<file path="src/rtl/friscv_bridge_pkg.sv">
// friscv_bridge_pkg: response codes and FSM state shared by the AXI4-lite to APB bridge.
package friscv_bridge_pkg;

    localparam logic [1:0] OKAY   = 2'b00;
    localparam logic [1:0] SLVERR = 2'b10;
    localparam logic [1:0] DECERR = 2'b11;

    typedef enum logic [1:0] {IDLE, ACCESS, RESP} state_t;

endpackage

</file>
<file path="src/rtl/friscv_bridge_rr_arb.sv">
// friscv_rr_arb2: two-request round-robin arbiter; a collision goes to the opposite of the last grant.
module friscv_rr_arb2 (
    input  logic       aclk,
    input  logic       areset,
    input  logic       en,
    input  logic [1:0] req,
    output logic [1:0] grant
);

    // last_gnt = 1 means req[1] was granted last, so req[0] wins the next collision
    logic last_gnt;

    always_comb begin
        grant[0] = en && req[0] && (!req[1] || last_gnt);
        grant[1] = en && req[1] && (!req[0] || !last_gnt);
    end

    always_ff @(posedge aclk or posedge areset) begin
        if (areset)
            last_gnt <= 1'b1;
        else if (grant[0])
            last_gnt <= 1'b0;
        else if (grant[1])
            last_gnt <= 1'b1;
    end

endmodule

</file>
<file path="src/rtl/friscv_axil_apb_bridge.sv">
// friscv_axil_apb_bridge: AXI4-lite slave to APB-style master, one access in flight, window decode.
// Define FRISCV_BRIDGE_TIMEOUT_EN to abort APB accesses with SLVERR after TIMEOUT wait cycles.
module friscv_axil_apb_bridge
    import friscv_bridge_pkg::*;
#(
    parameter int                   AXI_ADDRW = 32,
    parameter int                   ADDRW     = 16,
    parameter int                   XLEN      = 32,
    parameter logic [AXI_ADDRW-1:0] BASE_ADDR = 32'h0200_0000,
    parameter int                   TIMEOUT   = 255
)(
    input  logic                 aclk,
    input  logic                 areset,
    input  logic                 awvalid,
    output logic                 awready,
    input  logic [AXI_ADDRW-1:0] awaddr,
    input  logic                 wvalid,
    output logic                 wready,
    input  logic [XLEN-1:0]      wdata,
    input  logic [XLEN/8-1:0]    wstrb,
    output logic                 bvalid,
    input  logic                 bready,
    output logic [1:0]           bresp,
    input  logic                 arvalid,
    output logic                 arready,
    input  logic [AXI_ADDRW-1:0] araddr,
    output logic                 rvalid,
    input  logic                 rready,
    output logic [XLEN-1:0]      rdata,
    output logic [1:0]           rresp,
    output logic                 mst_en,
    output logic                 mst_wr,
    output logic [ADDRW-1:0]     mst_addr,
    output logic [XLEN-1:0]      mst_wdata,
    output logic [XLEN/8-1:0]    mst_strb,
    input  logic [XLEN-1:0]      mst_rdata,
    input  logic                 mst_ready
);

    state_t               state;
    logic [1:0]           grant;
    logic [1:0]           resp;
    logic                 acc_wr;
    logic [AXI_ADDRW-1:0] acc_addr;
    logic                 in_win;

    friscv_rr_arb2 arb (
        .aclk   (aclk),
        .areset (areset),
        .en     (state == IDLE),
        .req    ({arvalid, awvalid && wvalid}),
        .grant  (grant)
    );

    assign awready  = grant[0];
    assign wready   = grant[0];
    assign arready  = grant[1];
    assign acc_wr   = grant[0];
    assign acc_addr = acc_wr ? awaddr : araddr;
    assign in_win   = acc_addr[AXI_ADDRW-1:ADDRW] == BASE_ADDR[AXI_ADDRW-1:ADDRW];
    assign bresp    = resp;
    assign rresp    = resp;

`ifdef FRISCV_BRIDGE_TIMEOUT_EN
    localparam int CW = $clog2(TIMEOUT + 1);
    logic [CW-1:0] cnt;
    logic          expired;
    // the cycle that would bring the count to TIMEOUT is the last one mst_en stays high
    assign expired = cnt == CW'(TIMEOUT - 1);
`endif

    always_ff @(posedge aclk or posedge areset) begin
        if (areset) begin
            state     <= IDLE;
            bvalid    <= 1'b0;
            rvalid    <= 1'b0;
            resp      <= OKAY;
            rdata     <= '0;
            mst_en    <= 1'b0;
            mst_wr    <= 1'b0;
            mst_addr  <= '0;
            mst_wdata <= '0;
            mst_strb  <= '0;
`ifdef FRISCV_BRIDGE_TIMEOUT_EN
            cnt       <= '0;
`endif
        end else begin
            case (state)
                IDLE: begin
`ifdef FRISCV_BRIDGE_TIMEOUT_EN
                    cnt <= '0;
`endif
                    if (|grant) begin
                        if (in_win) begin
                            mst_wr    <= acc_wr;
                            mst_addr  <= acc_addr[ADDRW-1:0];
                            mst_wdata <= wdata;
                            mst_strb  <= wstrb;
                            mst_en    <= 1'b1;
                            state     <= ACCESS;
                        end else begin
                            resp   <= DECERR;
                            rdata  <= '0;
                            bvalid <= acc_wr;
                            rvalid <= !acc_wr;
                            state  <= RESP;
                        end
                    end
                end
                ACCESS: begin
                    if (mst_ready) begin
                        rdata  <= mst_wr ? rdata : mst_rdata;
                        resp   <= OKAY;
                        mst_en <= 1'b0;
                        bvalid <= mst_wr;
                        rvalid <= !mst_wr;
                        state  <= RESP;
                    end
`ifdef FRISCV_BRIDGE_TIMEOUT_EN
                    else if (expired) begin
                        rdata  <= '0;
                        resp   <= SLVERR;
                        mst_en <= 1'b0;
                        bvalid <= mst_wr;
                        rvalid <= !mst_wr;
                        state  <= RESP;
                    end else begin
                        cnt <= cnt + 1'b1;
                    end
`endif
                end
                RESP: begin
                    if ((bvalid && bready) || (rvalid && rready)) begin
                        bvalid <= 1'b0;
                        rvalid <= 1'b0;
                        state  <= IDLE;
                    end
                end
                default: state <= IDLE;
            endcase
        end
    end

endmodule

</file>
<file path="config.mk">
export PLATFORM = sky130hd
export DESIGN_NAME = friscv_axil_apb_bridge
export DESIGN_NICKNAME = d
export VERILOG_FILES = /design/src/rtl/friscv_bridge_pkg.sv /design/src/rtl/friscv_bridge_rr_arb.sv /design/src/rtl/friscv_axil_apb_bridge.sv
export SDC_FILE = /design/constraint.sdc
export NUM_CORES = 1
export LEC_CHECK = 0
export BUFFER_PORTS_ARGS = -buffer_cell sky130_fd_sc_hd__buf_2
export CORE_MARGIN = 2
export CORE_UTILIZATION = 40
export DETAILED_ROUTE_END_ITERATION = 10
export PLACE_DENSITY = 0.77
export SLEW_MARGIN = 30
export SYNTH_ARGS = -nofsm -noshare
export SYNTH_HDL_FRONTEND = slang
export SYNTH_SLANG_ARGS = --single-unit
</file>
<file path="constraint.sdc">
create_clock -name aclk -period 2.5 [get_ports aclk]
set_input_delay 0.25 -clock aclk [delete_from_list [all_inputs] [get_ports aclk]]
set_output_delay 0.25 -clock aclk [all_outputs]
set_load 0.03 [all_outputs]
</file>
==> metrics.md <==
| Metric | Value |
|---|---|
| Status | `completed` |
| CTS Root Cell | `clkbuf_8` |
| Starting Density | `41.6%` |
| Routed WL | `10,300 um` |
| CTS HTree Levels | `3` |
| I/O pins | `235` |
| CTS tree | `yes` |
| Crit path max-delay family | `buffers and inverters` |
| Fin. Hold Viols | `0` |
| CP max FO | `14` |
| Max-capacitance violation count | `0` |
| Number of global-route vias before repair | `3,581` |
| Diode count | `0` |
| Final WS setup | `0.318 ns` |
| Crit path max-delay cell type | `dfrtp_1` |
| Commonest cells after routing, fill and taps aside | `buf_2, dfrtp_1, nand2_1` |
| Maximum clock insertion buffer count | `2` |
| TritonCTS Sinks | `92` |
| Main synth FF type | `dfrtp_1` |
| Global routing usage on met2 | `34.2%` |
| #FFs+latches synth | `92` |
| WP data required | `2.25 ns` |
| Wire per inst | `14.0 um` |
| Post-Synthesis Cells | `366` |
| Syn_nets | `510` |
| Drt via density | `4.81` |
| TritonCTS Buffers | `9` |
| Peak VDD IR | `0.000338 V` |
| TritonRoute pass-1 iters | `4` |
| Die Area | `0.0111 mm2` |
| Nets | `740` |
| Hold_buf cts | `0` |
| Crit path time final | `2.18 ns` |
| FMAX | `0.458 GHz` |
| Post-route setup TNS | `0 ns` |
| Cell variety after synth | `36` |
| Largest net degree at the start of global routing | `93` |
| Crit path buf inv count | `4` |
| GR peak layer | `met2` |
| Die H | `105 um` |
| GR Util met3 | `3.53%` |
| Ys async rst share | `100%` |
| Slew margin rel. | `68.3%` |
| Slew @ Worst Pin | `0.475 ns` |
| P&R area growth vs syn | `36.2%` |
| Slew Viols, Final | `0` |
| CORE AREA | `0.00986 mm2` |
| CTS clock-pin slew for the worst setup and hold paths | `0.09 ns` |
| First-pass GRT wire length | `16,500 um` |
| Register area share after synthesis | `56.1%` |
| DP Wirelength | `7880 um` |
| CP max stage delay | `0.40 ns` |
| Setup CP Type | `reg -> out` |
| Initial antenna violation count | `0` |
| Setup Fix Bufs, Post-CTS | `0` |
| Layout cells sized above 1 | `48.4%` |
| Resized cells post-CTS | `0` |
| RePlAce Congestion | `0.779` |
| Final Cycle Share | `87.3%` |
| Netlist Area Pre-Place | `0.00411 mm2` |
| Worst setup SP type | `flop` |
| Die width | `105 um` |
| Commonest non-fill, non-tap cell in the layout | `buf_2` |
| Cell Chain, Critical Path | `inv_1 > ha_1 > nand3_2 > clkinv_1 > buf_4 > buf_2` |
| P_leak | `3.13 nW` |
| Worst slack, placed | `0.336 ns` |
| DRT antenna net count | `0` |
| Min-Delay Path Class | `in -> async` |
| EDFF count, synth | `0` |
| Gr usage total | `18.6%` |
| Crit. End Element | `output pin` |
| YS warnings | `0` |
| Worst-skew pair later-pin latency | `0.35 ns` |
| Residual DRC | `0` |
| M1 GR Usage | `20.7%` |
| Clock Skew | `0.00746 ns` |
| Arrival time at the worst endpoint | `1.93 ns` |
| Buffers added on ports | `234` |
| RSZ-0062 raised after global routing | `false` |
| Power per cell area | `635 mW/mm2` |
| Setup violations, final | `0` |
| # rows | `36` |
| Syn_area_per_cell | `11.2 um2` |
| 1st-iter DRT viols | `235` |
| Via count | `3,529` |
| GR Overflow Total | `0` |
registers in the layout, summed over array words and instances (netlist names), 2 cells and up:
name	flops
mst_strb	4
mst_addr	16
state	2
rdata	32
mst_wdata	32
worst reg2reg max path, stage by stage, from the launching register on:
cell and delay (ns):
dfrtp_1 0.41, inv_1 0.10, ha_1 0.38, nand2_1 0.11
o21ai_0 0.09, nand2_1 0.16, a211oi_4 0.23, buf_12 0.28
mux2i_1 0.26
report_power, final:
group	internal, W	switching (W)	total [W]
Clock	0.000564	0.000513	0.00108
Sequential	0.00154	0.0000388	0.00158
Combinational	0.000369	0.000529	0.000898
Total	0.00247	0.00108	0.00355
metal layers:
| metal | vias to the layer above | part of all wire [%] |
|---|---|---|
| met3 | 24 | 6.8 |
| met5 | - | 0 |
| met4 | 0 | 2.9 |
| li1 | 1676 | - |
| met2 | 168 | 52 |
| met1 | 1661 | 39 |
through the flow:
step	hold slack [ns]	util [%]	instances	total power (W)	cell area, um2
final	0.0263	56.7	734	0.00355	5590
after global routing	0.0504	56.7	734	0.00375	5590
after CTS	0.0299	56.7	734	0.00360	5590
after detailed placement	0.432	54.5	718	0.00251	5380
after global placement	0.422	54.5	718	0.00249	5380
after floorplan	0.385	-	366	0.00228	4110
path summary, 6_finish.rpt:
check	endpoint	startpoint	depth (start not counted)	slack, ns
min in group aclk	mst_wdata[2]	wdata[2]	2	0.12
max in group asynchronous	mst_en	areset	3	2.11
max	awready	state[0]	6	0.32
max reg2reg	rdata[0]	state[1]	8	0.40
min	mst_wdata[6]	areset	3	0.03
min reg2reg	arb.last_gnt	arb.last_gnt	2	0.47
Yosys cell counts (2+ instances only):
cell / count / area [um2]
dfrtp_1: 91 / 2280
nand2_1: 69 / 259
inv_1: 37 / 139
mux2i_1: 32 / 320
mux2_2: 29 / 327
a31oi_1: 16 / 100
nor2_1: 16 / 60.1
mux2_1: 9 / 101
buf_4: 7 / 52.6
buf_6: 7 / 78.8
o21ai_0: 7 / 35.0
nor4_1: 6 / 37.5
clkbuf_1: 5 / 18.8
ha_1: 4 / 50.1
a21oi_1: 3 / 15.0
nand3_1: 3 / 15.0
a22o_1: 2 / 17.5
nand4_1: 2 / 12.5
o22ai_2: 2 / 25.0
o31ai_1: 2 / 15.0
or3_1: 2 / 12.5
layout make-up:
cell class	instances	area (um2)
Fill cell	834	4270
Sequential cell	92	2300
Multi-Input combinational cell	215	1510
Timing Repair Buffer	240	1250
Tap cell	133	166
Inverter	38	146
Clock buffer	10	128
Clock inverter	6	86.3
cells by family (layout without fill, tap and decap cells):
family                     count (synthesis)  count (layout)  synth area share (%)
AOI/OAI and AO/OA                         35              35                  5.91
adders and majority gates                  4               4                  1.22
buffers and inverters                     59             294                  7.34
DFF                                       92              92                  56.1
muxes                                     70              70                  18.2
and+or+nand+nor                          106             106                  11.2
Power figures use the tool's default switching activity.
